### src/rtl/coin_collector_if.sv
// Bundle between the user panel / vending core and the coin collector.
// The collector connects through the slave modport; the panel/core side uses master.
interface coin_collector_if;
    logic       coinValid;
    logic [1:0] coinType;
    logic [1:0] itemSel;
    logic       cancel;
    logic [1:0] serviceTypeIn;
    logic [1:0] coinInNTD_50;
    logic [1:0] coinInNTD_10;
    logic [1:0] coinInNTD_5;
    logic [1:0] coinInNTD_1;
    logic [1:0] itemTypeIn;
    logic [7:0] credit;
    logic       coinReject;
    logic       refundValid;
    logic       busy;
    logic       txnDone;
    logic       fault;

    modport master (
        output coinValid, coinType, itemSel, cancel, serviceTypeIn,
        input  coinInNTD_50, coinInNTD_10, coinInNTD_5, coinInNTD_1,
        input  itemTypeIn, credit, coinReject, refundValid, busy, txnDone, fault
    );

    modport slave (
        input  coinValid, coinType, itemSel, cancel, serviceTypeIn,
        output coinInNTD_50, coinInNTD_10, coinInNTD_5, coinInNTD_1,
        output itemTypeIn, credit, coinReject, refundValid, busy, txnDone, fault
    );
endinterface

### src/rtl/coin_collector.sv
// Coin collector front end: counts coins per denomination, hands one transaction
// to the vending core, and refunds on cancel or inactivity timeout.
module coin_collector #(
    parameter int TIMEOUT_CYCLES = 16,
    parameter int WAIT_LIMIT     = 64
) (
    input  logic             clk,
    input  logic             reset,
    coin_collector_if.slave  bus
);

    typedef enum logic [2:0] {
        IDLE,
        COLLECT,
        ISSUE,
        WAIT_DONE,
        REFUND
    } stateT;

    localparam logic [7:0] TIMEOUT_LAST = 8'(TIMEOUT_CYCLES - 1);
    localparam logic [7:0] WAIT_LAST    = 8'(WAIT_LIMIT - 1);

    stateT      state;
    logic [1:0] coinCount [4];
    logic [7:0] creditReg;
    logic [1:0] itemReg;
    logic [7:0] idleTimer;
    logic [7:0] waitTimer;
    logic       rejectReg;
    logic       refundReg;
    logic       busyReg;
    logic       doneReg;
    logic       faultReg;

    logic [7:0] coinValue;
    logic       canAccept;
    logic       activity;

    // Count index follows coinType encoding: 0=NTD50, 1=NTD10, 2=NTD5, 3=NTD1.
    always_comb begin
        coinValue = 8'd0;
        unique case (bus.coinType)
            2'b00: coinValue = 8'd50;
            2'b01: coinValue = 8'd10;
            2'b10: coinValue = 8'd5;
            2'b11: coinValue = 8'd1;
        endcase
    end

    assign canAccept = (coinCount[bus.coinType] != 2'd3);
    assign activity  = bus.coinValid || (bus.itemSel != 2'b00) || bus.cancel;

    // Coin acceptance runs ahead of the state case so a coin arriving with
    // cancel/select is already in the counts that get refunded or issued.
    always_ff @(posedge clk) begin
        if (!reset) begin
            state     <= IDLE;
            for (int i = 0; i < 4; i++) coinCount[i] <= 2'd0;
            creditReg <= 8'd0;
            itemReg   <= 2'b00;
            idleTimer <= 8'd0;
            waitTimer <= 8'd0;
            rejectReg <= 1'b0;
            refundReg <= 1'b0;
            busyReg   <= 1'b0;
            doneReg   <= 1'b0;
            faultReg  <= 1'b0;
        end else begin
            rejectReg <= 1'b0;
            refundReg <= 1'b0;
            doneReg   <= 1'b0;

            if (bus.coinValid) begin
                if ((state == IDLE || state == COLLECT) && canAccept) begin
                    coinCount[bus.coinType] <= coinCount[bus.coinType] + 2'd1;
                    creditReg <= creditReg + coinValue;
                end else begin
                    rejectReg <= 1'b1;
                end
            end

            case (state)
                IDLE: begin
                    if (bus.coinValid) begin
                        idleTimer <= 8'd0;
                        state     <= COLLECT;
                    end
                end

                COLLECT: begin
                    if (bus.cancel) begin
                        idleTimer <= 8'd0;
                        refundReg <= 1'b1;
                        busyReg   <= 1'b1;
                        state     <= REFUND;
                    end else if (bus.itemSel != 2'b00) begin
                        idleTimer <= 8'd0;
                        itemReg   <= bus.itemSel;
                        busyReg   <= 1'b1;
                        state     <= ISSUE;
                    end else if (activity) begin
                        idleTimer <= 8'd0;
                    end else if (idleTimer == TIMEOUT_LAST) begin
                        idleTimer <= 8'd0;
                        refundReg <= 1'b1;
                        busyReg   <= 1'b1;
                        state     <= REFUND;
                    end else begin
                        idleTimer <= idleTimer + 8'd1;
                    end
                end

                ISSUE: begin
                    if (bus.serviceTypeIn == 2'b01) begin
                        for (int i = 0; i < 4; i++) coinCount[i] <= 2'd0;
                        creditReg <= 8'd0;
                        itemReg   <= 2'b00;
                        waitTimer <= 8'd0;
                        state     <= WAIT_DONE;
                    end
                end

                WAIT_DONE: begin
                    if (bus.serviceTypeIn == 2'b00) begin
                        doneReg <= 1'b1;
                        busyReg <= 1'b0;
                        state   <= IDLE;
                    end else if (waitTimer == WAIT_LAST) begin
                        faultReg <= 1'b1;
                        busyReg  <= 1'b0;
                        state    <= IDLE;
                    end else begin
                        waitTimer <= waitTimer + 8'd1;
                    end
                end

                REFUND: begin
                    for (int i = 0; i < 4; i++) coinCount[i] <= 2'd0;
                    creditReg <= 8'd0;
                    busyReg   <= 1'b0;
                    state     <= IDLE;
                end

                default: state <= IDLE;
            endcase
        end
    end

    assign bus.coinInNTD_50 = coinCount[0];
    assign bus.coinInNTD_10 = coinCount[1];
    assign bus.coinInNTD_5  = coinCount[2];
    assign bus.coinInNTD_1  = coinCount[3];
    assign bus.itemTypeIn   = itemReg;
    assign bus.credit       = creditReg;
    assign bus.coinReject   = rejectReg;
    assign bus.refundValid  = refundReg;
    assign bus.busy         = busyReg;
    assign bus.txnDone      = doneReg;
    assign bus.fault        = faultReg;

endmodule

### src/flat_wrapper.sv
// flat-port wrapper written by rule: the top's interface ports become plain ports
module coin_collector_flat 
#(
    parameter int TIMEOUT_CYCLES = 16,
    parameter int WAIT_LIMIT     = 64
)
  (clk, reset, bus_coinValid, bus_coinType, bus_itemSel, bus_cancel, bus_serviceTypeIn, bus_coinInNTD_50, bus_coinInNTD_10, bus_coinInNTD_5, bus_coinInNTD_1, bus_itemTypeIn, bus_credit, bus_coinReject, bus_refundValid, bus_busy, bus_txnDone, bus_fault);
  coin_collector_if bus_i ();
  input  logic clk;
  input  logic reset;
  input wire logic [$bits(bus_i.coinValid)-1:0] bus_coinValid;
  input wire logic [$bits(bus_i.coinType)-1:0] bus_coinType;
  input wire logic [$bits(bus_i.itemSel)-1:0] bus_itemSel;
  input wire logic [$bits(bus_i.cancel)-1:0] bus_cancel;
  input wire logic [$bits(bus_i.serviceTypeIn)-1:0] bus_serviceTypeIn;
  output wire logic [$bits(bus_i.coinInNTD_50)-1:0] bus_coinInNTD_50;
  output wire logic [$bits(bus_i.coinInNTD_10)-1:0] bus_coinInNTD_10;
  output wire logic [$bits(bus_i.coinInNTD_5)-1:0] bus_coinInNTD_5;
  output wire logic [$bits(bus_i.coinInNTD_1)-1:0] bus_coinInNTD_1;
  output wire logic [$bits(bus_i.itemTypeIn)-1:0] bus_itemTypeIn;
  output wire logic [$bits(bus_i.credit)-1:0] bus_credit;
  output wire logic [$bits(bus_i.coinReject)-1:0] bus_coinReject;
  output wire logic [$bits(bus_i.refundValid)-1:0] bus_refundValid;
  output wire logic [$bits(bus_i.busy)-1:0] bus_busy;
  output wire logic [$bits(bus_i.txnDone)-1:0] bus_txnDone;
  output wire logic [$bits(bus_i.fault)-1:0] bus_fault;
  assign bus_i.coinValid = bus_coinValid;
  assign bus_i.coinType = bus_coinType;
  assign bus_i.itemSel = bus_itemSel;
  assign bus_i.cancel = bus_cancel;
  assign bus_i.serviceTypeIn = bus_serviceTypeIn;
  assign bus_coinInNTD_50 = bus_i.coinInNTD_50;
  assign bus_coinInNTD_10 = bus_i.coinInNTD_10;
  assign bus_coinInNTD_5 = bus_i.coinInNTD_5;
  assign bus_coinInNTD_1 = bus_i.coinInNTD_1;
  assign bus_itemTypeIn = bus_i.itemTypeIn;
  assign bus_credit = bus_i.credit;
  assign bus_coinReject = bus_i.coinReject;
  assign bus_refundValid = bus_i.refundValid;
  assign bus_busy = bus_i.busy;
  assign bus_txnDone = bus_i.txnDone;
  assign bus_fault = bus_i.fault;
  coin_collector #(.TIMEOUT_CYCLES(TIMEOUT_CYCLES), .WAIT_LIMIT(WAIT_LIMIT)) u_core (.clk(clk), .reset(reset), .bus(bus_i));
endmodule
### config.mk
export PLATFORM = sky130hd
export DESIGN_NAME = coin_collector_flat
export DESIGN_NICKNAME = d
export VERILOG_FILES = /design/src/rtl/coin_collector_if.sv /design/src/rtl/coin_collector.sv /design/src/flat_wrapper.sv
export SDC_FILE = /design/constraint.sdc
export NUM_CORES = 1
export LEC_CHECK = 0
export ABC_AREA = 1
export BUFFER_PORTS_ARGS = -buffer_cell sky130_fd_sc_hd__buf_2
export CAP_MARGIN = 20
export CORE_AREA = 2 2 70 72
export DETAILED_ROUTE_END_ITERATION = 12
export DIE_AREA = 0 0 72 74
export PLACE_DENSITY = 0.71
export SYNTH_ARGS = -nofsm -noshare
export SYNTH_HDL_FRONTEND = slang
export SYNTH_SLANG_ARGS = --single-unit
### constraint.sdc
create_clock -name clk -period 1.8 [get_ports clk]
set_input_delay 0 -clock clk [delete_from_list [all_inputs] [get_ports clk]]
set_output_delay 0 -clock clk [all_outputs]
set_load 0.02 [all_outputs]
* Yosys cells after proc, flatten, opt, wreduce, memory -nomap -nowiden
Memories as Yosys holds them, arrays and structs flattened. Cells that the tools add are included.
Operators by class: add/subtract/negate cells 4, multipliers 0, divide/modulo/power cells 0, $lt $le $gt $ge 0, equal/unequal tests 20, shift-type cells 0, multiplexer cells 64, bitwise logic cells 9, reductions and logical operators 22
Operators with widths (count):
- $mux W8 | 11
- $pmux W8 S2 | 3
- $pmux W8 S4 | 1
- $mux W2 | 13
- $mux W1 | 25
- $mux W3 | 8
- $add A8 B1 Y8 const B | 2
- $ne A2 B2 Y1 const B | 6
- $pmux W3 S4 | 1
- $reduce_and A4 Y1 | 3
- $add A8 B8 Y8 | 1
- $eq A8 B4 Y1 const B | 1
- $eq A8 B6 Y1 const B | 1
- $ne A4 B4 Y1 const B | 2
- $or A1 B1 Y1 | 8
- $reduce_and A2 Y1 | 4
- $reduce_bool A2 Y1 | 4
- $eq A3 B2 Y1 const B | 2
- $reduce_and A5 Y1 | 1
- $eq A2 B1 Y1 const B | 2
- $eq A2 B2 Y1 const B | 2
- $logic_not A2 Y1 | 2
- $pmux W2 S2 | 1
- $eq A3 B1 Y1 const B | 1
- 12 further kinds | 14
Storage, ports and cells: flip-flop bits (word level) 34, latch bits 0, bits in writable memories 8, memory bits (read-only) 0, output and inout port bits 23, logic and storage cells 130, memories kept 1
Memories:
- u_core.coinCount | words 4, width 2, read ports 5, clocked after memory_dff 0, wr ports 4, RTL line coin_collector.sv:24 | logic [1:0] coinCount [4];

* Logic depth before layout (Yosys ltp)
Gate-level depths: netlist of run 1.
depth in word-level cells 9, gate-level depth with buffers 13

* Worst setup path after synthesis of run 1
Ideal clock, no wire load.
path type flip-flop to flip-flop, start memory u_core.coinCount[3][0], end memory u_core.coinCount[3][0] (enable), data arrival time 1887 ps, required time 1503 ps, setup slack -384 ps, stages on the path, launching flop included 11, buffers on the path 0, period minus slack after synthesis 2184 ps, cell sequence edfxtp_1 -> nand3_1 -> nand2_1 -> a221oi_1 -> inv_1 -> ha_1 -> nor3_2 -> nand2_1 -> nor2_1 -> nand3_1 -> nand2_1
RTL lines (RTL line):
- from (decl) | coin_collector.sv:24

==> flow_summary.ini, run 1 <==
[status]
status = finished, violations left
violations = negative setup slack

[min_path]
min_delay_worst_endpoint = u_core.bus.refundValid
hold_class = in -> reg
min_from = bus_cancel
hold_path_depth = 3

[sta]
clock_skew_ns = 0.01211
finalSetupViolCount = 24
max_slew.worst_pin.slew_ns = 0.8436
timing.hold.ws_ns = 0.02326
timing.final.crit_share_pct = 108.8
achievable-frequency_mhz = 510.7
grt_setup_unrepaired = true
report.final.slew_viol_count = 0
final_critical_path_setup_slack_ns = -0.1579
slew_headroom_pct = 43.55
timing_hold_violations_final = 0
timing.final.crit_period_ns = 1.958

[finish]
drive_gt1_share_pct = 29.56
instances_no_fill = 443
ant_diodes = 0
finalNetCount = 406
flow.area_growth_from_synthesis_pct = 31.10

[pwr]
ir_drop_mv = 0.3879
total_leakage_power_nw = 1.403
p_per_area_nw_per_um2 = 784.3

[die]
floorplan.io_pins = 33
dieWidth_um = 72
starting_density_of_the_core_pct = 49.09
die_area_sq_um = 5328
core_area_sq_um = 4598
num_rows = 25
dieHeight_um = 74

[grt]
global_route.overflow_total = 0
grt_total_usage_pct = 20.08
first_global_vias = 2018
grt_antenna_before_repair = 0
grt_start_max_net_pins = 14
grt_pass1_wl_um = 8383

[setup_path]
critPathKind = reg -> reg
cp-start-kind = flip-flop
worst-r2r-cell-count = 10
ff2ff_setup_slack_ns = -0.16
worst_r2r_endpoint = u_core.coinCount[3][0]
timing.critical_path.to_type = flip-flop
timing.critical_path.max_delay_family = simple AND/OR/NAND/NOR gates
max_stage_delay_ns = 0.40
max_stage_delay_cell_worst_path = sky130_fd_sc_hd__edfxtp_1
count_of_buffer_and_inverter_cells_on_the_critical_path = 1
critical_path_required_ns = 1.83
critPathMostFrequentCell = sky130_fd_sc_hd__nand2_2
path_max_fanout = 4
worst_path_arrival_time_ns = 1.99
timing.rr.start = u_core.coinCount[3][0]
cp_cell_sequence = nand3_1 -> nand2_1 -> a221oi_2 -> inv_1 -> ha_2 -> nor3_4 -> nand2_2 -> nor2_4 -> nand3_2 -> nand2_2

[job]
cap_violations = 0

[logic_synthesis]
ys_ff_latch = 42
synth.top_cells.by_count = sky130_fd_sc_hd__nand2_1 (67), sky130_fd_sc_hd__nor2_1 (49), sky130_fd_sc_hd__inv_1 (37)
mappedNetlistArea_sq_um = 2257
synth_enable_flop_cells = 8
synthesis.yosys.warnings = 0
synthTopCellsByArea = sky130_fd_sc_hd__dfxtp_1 (30%), sky130_fd_sc_hd__nand2_1 (11%), sky130_fd_sc_hd__edfxtp_1 (11%), sky130_fd_sc_hd__nor2_1 (8.1%), sky130_fd_sc_hd__nand3_1 (6.2%)
yosysSeqAreaShare_pct = 40.80
synthesis.area_per_instance_sq_um = 7.188
synthesis.instances = 314
synth_net_count = 332
synth_most_common_cell = sky130_fd_sc_hd__nand2_1
yosys.area.top_type_share_pct = 30.16
post_synthesis_cell_type_count = 34
ys.flop_type = sky130_fd_sc_hd__dfxtp_1
cell_accounting_for_the_most_synthesized_area = sky130_fd_sc_hd__dfxtp_1
asyncSetResetFlopFracSynth_pct = 0

[clocking]
clock_tree_from_tritoncts = built
cts_root_buf = sky130_fd_sc_hd__clkbuf_8
cts.sinks = 42
clk_transition_reported_paths_ns = 0.09
cts-root-to-sink-buffers = 2
insertion_delay_ns = 0.30
cts.htree.levels = 2
cts-buffers-inserted = 5

[routing]
route.vias.total = 2224
vias_per_cell = 5.020
routed_wl_um = 5056
detailedRoute.firstIterationViolations = 79
drc = 0
route.antenna.remaining_nets = 0
dr_pass1_iterations = 4
wire_per_inst_um = 11.41

[place]
place.detailed.instances = 422
routabilityCongestion = 0.8948
dp.final_hpwl_um = 3665
numPortBuffers = 32
power by group:
group | switching [mW] | total [mW] | leakage [nW] | internal [mW]
combinational | 0.305 | 0.531 | 0.985 | 0.226
sequential | 0.0347 | 1.04 | 0.360 | 1.01
clock | 0.338 | 0.747 | 0.0579 | 0.408
kinds of logic (layout without fill, tap and decap cells):
group,count (synthesis),in the layout,synth area share [%]
compound gates,42,42,10.59
xor+xnor,8,8,3.104
fa+ha+maj,8,8,4.767
buf+inv,49,124,8.703
flops,42,42,40.80
simple gates,165,165,32.04
sequential cells by signal (all words and copies together) (netlist names):
signal                  cells
u_core.bus.credit           8
u_core.bus.itemTypeIn       2
u_core.bus.txnDone          1
u_core.coinCount            8
u_core.state                3
u_core.bus.coinReject       1
u_core.bus.busy             1
u_core.idleTimer            8
u_core.bus.refundValid      1
u_core.bus.fault            1
u_core.waitTimer            8
stage by stage:
step	setup slack, ns	TNS (ns)	util (%)	power, mW	cell area [sq um]
global route	-0.3218	-6.766	64.35	2.436	2959
finish	-0.1579	-3.080	64.35	2.321	2959
global placement	-0.09425	-1.112	58.34	1.520	2683
CTS	-0.1248	-2.204	63.32	2.322	2912
detailed placement	-0.1713	-2.752	58.34	1.528	2683
floorplan	-0.1797	-1.597	-	1.360	2283
layout by cell type, fill, tap and decap left out, types with 2 or more instances in the layout:
| master | n |
|---|---|
| sky130_fd_sc_hd__nand3_2 | 4 |
| sky130_fd_sc_hd__edfxtp_1 | 8 |
| sky130_fd_sc_hd__ha_1 | 5 |
| sky130_fd_sc_hd__buf_2 | 32 |
| sky130_fd_sc_hd__nand3_1 | 25 |
| sky130_fd_sc_hd__or2_2 | 2 |
| sky130_fd_sc_hd__inv_2 | 6 |
| sky130_fd_sc_hd__inv_1 | 37 |
| sky130_fd_sc_hd__a21oi_1 | 19 |
| sky130_fd_sc_hd__nor3_4 | 2 |
| sky130_fd_sc_hd__xor2_1 | 4 |
| sky130_fd_sc_hd__a22oi_1 | 2 |
| sky130_fd_sc_hd__clkinv_2 | 2 |
| sky130_fd_sc_hd__nand2_1 | 64 |
| sky130_fd_sc_hd__nor3_1 | 5 |
| sky130_fd_sc_hd__buf_4 | 34 |
| sky130_fd_sc_hd__dlygate4sd3_1 | 3 |
| sky130_fd_sc_hd__xnor2_1 | 4 |
| sky130_fd_sc_hd__nor2_4 | 2 |
| sky130_fd_sc_hd__dfxtp_1 | 33 |
| sky130_fd_sc_hd__nand2_2 | 7 |
| sky130_fd_sc_hd__nor2_2 | 6 |
| sky130_fd_sc_hd__ha_2 | 2 |
| sky130_fd_sc_hd__buf_6 | 3 |
| sky130_fd_sc_hd__clkbuf_8 | 5 |
| sky130_fd_sc_hd__o21ai_0 | 7 |
| sky130_fd_sc_hd__o211ai_1 | 3 |
| sky130_fd_sc_hd__nor2_1 | 44 |
| sky130_fd_sc_hd__o21ai_1 | 6 |
timing repair:
action | CTS | global route
gates resized for setup | 8 | 11
hold endpoints to repair | 2 | 0
cloned | 0 | 0
setup buffers | 8 | 2
setup endpoints to repair | 24 | 30
hold buffers | 3 | 0
cell type report:
| class | instances | area [sq um] |
|---|---|---|
| flip-flops and latches | 42 | 922.1 |
| clock inverters | 3 | 40.04 |
| well taps | 54 | 67.56 |
| multi-input cells | 223 | 1211 |
| inverters | 44 | 170.2 |
| repair buffers | 72 | 479.2 |
| fillers | 420 | 1639 |
| clock buffers | 5 | 68.82 |
routing by layer:
layer | track usage (%) | routed length (um) | up-vias
met5 | 0 | 0 | -
li1 | - | - | 1163
met2 | 34.98 | 2407 | 43
met4 | 9.853 | 134 | 0
met3 | 4.743 | 198 | 14
met1 | 23.41 | 2315 | 1004
worst max path at each step:
stage                           startpoint                endpoint  slack (ns)  depth (start not counted)
floorplan           u_core.coinCount[3][0]  u_core.coinCount[1][0]       -0.18                         10
global placement    u_core.coinCount[3][0]  u_core.coinCount[1][1]       -0.09                         10
detailed placement  u_core.coinCount[3][0]  u_core.coinCount[1][0]       -0.17                         10
CTS                 u_core.coinCount[3][0]  u_core.coinCount[1][0]       -0.12                         10
global route        u_core.coinCount[3][0]  u_core.coinCount[2][0]       -0.32                         10
finish              u_core.coinCount[3][0]  u_core.coinCount[3][0]       -0.16                         10
worst register-to-register path: stages (launching register included):
cell	delay [ns]
sky130_fd_sc_hd__edfxtp_1	0.40
sky130_fd_sc_hd__nand3_1	0.10
sky130_fd_sc_hd__nand2_1	0.06
sky130_fd_sc_hd__a221oi_2	0.22
sky130_fd_sc_hd__inv_1	0.11
sky130_fd_sc_hd__ha_2	0.21
sky130_fd_sc_hd__nor3_4	0.13
sky130_fd_sc_hd__nand2_2	0.10
sky130_fd_sc_hd__nor2_4	0.14
sky130_fd_sc_hd__nand3_2	0.12
sky130_fd_sc_hd__nand2_2	0.10
No activity file was read; power rests on OpenSTA's default activity.
==> inputs of run 2 (changes only) <==
==> constraint.sdc (replaced) <==
create_clock -name clk -period 1.8 [get_ports clk]
set_input_delay 0.27 -clock clk [delete_from_list [all_inputs] [get_ports clk]]
set_output_delay 0.27 -clock clk [all_outputs]
set_load 0.02 [all_outputs]
==> run 2 against run 1 <==
  * The flow still finishes with violations (negative setup slack)
  * Critical path depth did not move
  * Combinational power fell by 10%
  * Clock skew fell by 0.0038 ns
  * Global-route usage fell by 0.35 points
  * Highest routed layer unchanged
  * Largest cell class unchanged
  * Clock power fell by 2.7%
  * Cell count fell by 2.3%
  * Via count fell by 2.9%
  * Power fell by 2.9%
==> flow_summary.ini, run 2 (same netlist as run 1, synthesis figures left out) <==
[place]
routabilityCongestion = 0.8802
place.detailed.instances = 423
placement.cell_area_sq_um = 2690
numPortBuffers = 32
dp.final_hpwl_um = 3653

[sta]
timing.final.crit_period_ns = 2.016
timing_hold_violations_final = 0
timing.hold.ws_ns = 0.1626
finalSetupViolCount = 23
achievable-frequency_mhz = 496.0
report.final.slew_viol_count = 0
clock_skew_ns = 0.008278
max_slew.worst_pin.slew_ns = 0.4301
timing.final.crit_share_pct = 112.0
grt_setup_unrepaired = true
final_critical_path_setup_slack_ns = -0.2161
slew_headroom_pct = 71.24
fin_setup_tns_ns = -3.164

[setup_path]
critPathKind = reg -> reg
timing.rr.start = u_core.coinCount[3][0]
worst_r2r_endpoint = u_core.coinCount[3][0]
worstSetupStartpoint = u_core.coinCount[3][0]
path_max_fanout = 4
timing.critical_path.to_type = flip-flop
ff2ff_setup_slack_ns = -0.22
cp-start-kind = flip-flop
critical_path_required_ns = 1.82
worst_path_arrival_time_ns = 2.03
worst-r2r-cell-count = 10

[finish]
layout.core_utilization_pct = 62.64
post_layout_inst_area_sq_um = 2880
finalNetCount = 396
layout.cells.most_common = sky130_fd_sc_hd__nand2_1
flow.area_growth_from_synthesis_pct = 27.61
ant_diodes = 0
drive_gt1_share_pct = 27.97
instances_no_fill = 433
most-common-layout-cells = sky130_fd_sc_hd__nand2_1 (61), sky130_fd_sc_hd__nor2_1 (44), sky130_fd_sc_hd__inv_1 (37), sky130_fd_sc_hd__buf_2 (32), sky130_fd_sc_hd__dfxtp_1 (32)

[routing]
m1WireLength_um = 2297
routed-wl-met3_um = 197
detailedRoute.firstIterationViolations = 73
length_of_routed_met2_wiring_um = 2295
dr_pass1_iterations = 4
routed_wl_um = 4867
drc = 0
wire_per_inst_um = 11.24
route.top_layer_used = met4
route.antenna.remaining_nets = 0
route.vias.total = 2160
vias_per_cell = 4.988

[grt]
first_global_vias = 1981
grt_pass1_wl_um = 8411
global_route.overflow_total = 0
grt_start_max_net_pins = 13
grt_total_usage_pct = 19.73
grt_antenna_before_repair = 0

[pwr]
ir_drop_mv = 0.4270
p_per_area_nw_per_um2 = 782.7
total_leakage_power_nw = 1.349

[die]
num_rows = 25
starting_density_of_the_core_pct = 49.09
floorplan.io_pins = 33
dieHeight_um = 74
dieWidth_um = 72
core_area_sq_um = 4598
die_area_sq_um = 5328

[min_path]
hold_path_depth = 2
hold_class = in -> reg
min_from = bus_serviceTypeIn[1]
min_delay_worst_endpoint = u_core.bus.txnDone

[clocking]
cts.sinks = 42
cts-buffers-inserted = 5
cts.htree.levels = 2
clk_transition_reported_paths_ns = 0.08
clock_tree_from_tritoncts = built
cts-root-to-sink-buffers = 2
insertion_delay_ns = 0.29
cts_hold_buf = 0
cts_root_buf = sky130_fd_sc_hd__clkbuf_8

[status]
status = finished, violations left
violations = negative setup slack

[job]
cap_violations = 0
run 2: final cells by class:
type	count	area, sq um
repair buffers	62	392.9
fillers	424	1718
flip-flops and latches	42	923.4
clock buffers	7	76.32
well taps	54	67.56
inverters	44	165.2
clock inverters	1	30.03
multi-input cells	223	1225
run 2: repair_timing:
action,4_1_cts,5_1_grt
setup endpoints to repair,24,32
buffers inserted,1,1
gates resized for setup,7,13
pin swaps,2,2
cloned,0,0
run 2: worst max path at each step:
stage,to
2_1_floorplan,u_core.coinCount[1][0]
3_3_place_gp,u_core.coinCount[2][0]
3_5_place_dp,u_core.coinCount[2][1]
4_1_cts,u_core.coinCount[2][0]
5_1_grt,u_core.coinCount[1][1]
6_report,u_core.coinCount[3][0]
run 2: routing by layer:
metal | global-route usage [%] | vias up
li1 | - | 1146
met2 | 33.64 | 41
met5 | 0 | -
met3 | 3.523 | 8
met4 | 6.918 | 0
met1 | 25.45 | 965
run 2: worst max-delay path, cell delays in order (launching register included):
cell	delay [ns]
sky130_fd_sc_hd__edfxtp_1	0.42
sky130_fd_sc_hd__nand3_1	0.10
sky130_fd_sc_hd__nand2_1	0.07
sky130_fd_sc_hd__a221oi_2	0.22
sky130_fd_sc_hd__inv_1	0.11
sky130_fd_sc_hd__ha_2	0.21
sky130_fd_sc_hd__nor3_4	0.13
sky130_fd_sc_hd__nand2_2	0.11
sky130_fd_sc_hd__nor2_4	0.15
sky130_fd_sc_hd__nand3_2	0.11
sky130_fd_sc_hd__nand2_2	0.10
run 2: report_power, final:
| part | total (mW) | switching [mW] | internal [mW] |
|---|---|---|---|
| combinational | 0.476 | 0.284 | 0.193 |
| sequential | 1.05 | 0.0423 | 1.01 |
| clock | 0.727 | 0.312 | 0.415 |
run 2: through the flow:
step | power (mW) | worst slack, ns
2_1_floorplan | 1.360 | -0.1797
3_3_place_gp | 1.518 | -0.1700
3_5_place_dp | 1.526 | -0.2698
4_1_cts | 2.266 | -0.1930
5_1_grt | 2.381 | -0.3491
6_report | 2.254 | -0.2161
==> inputs of run 3 (changes only) <==
--- a/config.mk
+++ b/config.mk
@@ -8,10 +8,12 @@
 export ABC_AREA = 1
 export BUFFER_PORTS_ARGS = -buffer_cell sky130_fd_sc_hd__buf_2
 export CAP_MARGIN = 20
-export CORE_AREA = 2 2 70 72
+export CORE_AREA = 4 4 72 74
 export DETAILED_ROUTE_END_ITERATION = 12
-export DIE_AREA = 0 0 72 74
+export DIE_AREA = 0 0 76 78
+export MAX_ROUTING_LAYER = met4
 export PLACE_DENSITY = 0.71
+export SLEW_MARGIN = 30
 export SYNTH_ARGS = -nofsm -noshare
 export SYNTH_HDL_FRONTEND = slang
 export SYNTH_SLANG_ARGS = --single-unit
==> run 3 against run 2 <==
  * The flow still finishes with violations (negative setup slack)
  * Critical path depth unchanged
  * Cell count up 1.6%
  * Fmax is 2.4% higher
  * Clock skew down 0.0034 ns
  * Non-clock buffer count up 8
==> flow_summary.ini, run 3 (same netlist as run 1, synthesis figures left out) <==
[status]
status = finished, violations left
violations = negative setup slack

[die]
die_area_sq_um = 5928
dieHeight_um = 78
starting_density_of_the_core_pct = 49.09
floorplan.io_pins = 33
dieWidth_um = 76
num_rows = 25
core_area_sq_um = 4598

[pwr]
p_per_area_nw_per_um2 = 742.5
ir_drop_mv = 0.5816
total_leakage_power_nw = 1.386

[grt]
global_route.peak_usage_layer = met2
grt_start_max_net_pins = 13
first_global_vias = 2114
grtUsageMet1_pct = 21.88
global_route.usage.met3_pct = 4.408
grt_pass1_wl_um = 9011
grt_total_usage_pct = 19.03
grt_antenna_before_repair = 0
global_route.overflow_total = 0
met2_usage_pct = 32.28

[finish]
layout.cells.most_common = sky130_fd_sc_hd__nand2_1
ant_diodes = 0
flow.area_growth_from_synthesis_pct = 31.76
layout.core_utilization_pct = 64.68
drive_gt1_share_pct = 30.57
fillerInstances = 404
finalNetCount = 404
most-common-layout-cells = sky130_fd_sc_hd__nand2_1 (61), sky130_fd_sc_hd__nor2_1 (43), sky130_fd_sc_hd__inv_1 (36), sky130_fd_sc_hd__dfxtp_1 (33), sky130_fd_sc_hd__buf_2 (32)

[sta]
finalSetupViolCount = 24
timing.final.crit_period_ns = 1.969
final_critical_path_setup_slack_ns = -0.1689
slew_headroom_pct = 71.63
report.final.slew_viol_count = 0
timing.final.crit_share_pct = 109.4
timing_hold_violations_final = 0
timing.hold.ws_ns = 0.1871
grt_setup_unrepaired = true
achievable-frequency_mhz = 507.9
clock_skew_ns = 0.004838
max_slew.worst_pin.slew_ns = 0.4244

[place]
numPortBuffers = 32
routabilityCongestion = 0.8647
dp.final_hpwl_um = 3826

[clocking]
cts.htree.levels = 2
cts_root_buf = sky130_fd_sc_hd__clkbuf_8
cts_hold_buf = 0
insertion_delay_ns = 0.29
cts-buffers-inserted = 5
clk_transition_reported_paths_ns = 0.08
cts-root-to-sink-buffers = 2
cts.sinks = 42
clock_tree_from_tritoncts = built

[routing]
route.antenna.remaining_nets = 0
drc = 0
routed_wl_um = 5080
wire_per_inst_um = 11.55
vias_per_cell = 4.939
detailedRoute.firstIterationViolations = 81
route.vias.total = 2173
dr_pass1_iterations = 4

[setup_path]
timing.critical_path.to_type = flip-flop
worst_path_arrival_time_ns = 1.98
path_max_fanout = 4
max_stage_delay_cell_worst_path = sky130_fd_sc_hd__edfxtp_1
cp_cell_sequence = nand3_2 -> nand2_1 -> a221oi_2 -> inv_2 -> ha_4 -> nor3_4 -> nand2_2 -> nor2_4 -> nand3_2 -> nand2_2
cp-start-kind = flip-flop
max_stage_delay_ns = 0.41
critPathKind = reg -> reg
critical_path_required_ns = 1.81
ff2ff_setup_slack_ns = -0.17

[job]
cap_violations = 0

[min_path]
hold_class = in -> reg
-- run 3: per-stage QoR --
stage	setup WS (ns)	instances	power [mW]	instance area [sq um]	setup TNS, ns
after global placement	-0.1575	425	1.524	2705	-2.085
after floorplan	-0.1797	314	1.360	2283	-1.597
final	-0.1689	440	2.208	2974	-2.980
after global routing	-0.3016	440	2.343	2974	-6.122
after CTS	-0.1261	438	2.205	2887	-2.049
after detailed placement	-0.2484	425	1.532	2705	-4.250
-- run 3: worst paths after layout --
kind,startpoint,endpoint,cells past startpoint
worst min register to register,u_core.waitTimer[4],u_core.waitTimer[4],2
worst max register to register,u_core.coinCount[3][0],u_core.coinCount[3][1],10
worst max-delay path,u_core.coinCount[3][0],u_core.coinCount[3][1],10
worst min-delay path,bus_serviceTypeIn[0],u_core.bus.txnDone,2
-- run 3: critical path: cells and delay by family, from the launching register on --
kind	cells	cell delay [ns]
simple gates	7	0.77
flops	1	0.41
compound gates	1	0.23
fa+ha+maj	1	0.18
buf+inv	1	0.11
-- run 3: power breakdown --
group	internal, mW	total, mW	switching, mW
clock	0.304	0.610	0.306
sequential	1.01	1.05	0.0413
combinational	0.239	0.548	0.309
-- run 3: layout make-up --
cell class	count	area [sq um]	area share (%)
Clock buffer	7	86.33	2.903
Sequential cell	42	922.1	31.01
Inverter	44	170.2	5.721
Tap cell	54	67.56	2.272
Multi-Input combinational cell	223	1252	42.11
Timing Repair Buffer	70	475.5	15.99
-- run 3: repair_timing --
| action | 4_1_cts | 5_1_grt |
|---|---|---|
| pin swaps | 2 | 4 |
| endpoints found under the setup margin | 23 | 30 |
| buffers inserted | 6 | 2 |
| gates resized for setup | 14 | 19 |
-- run 3: routing by layer --
layer / up-vias / share of wire, %
met2: 41 / 47
met4: 0 / 1.5
met3: 5 / 4.7
met5: - / 0
met1: 971 / 47
li1: 1156 / -
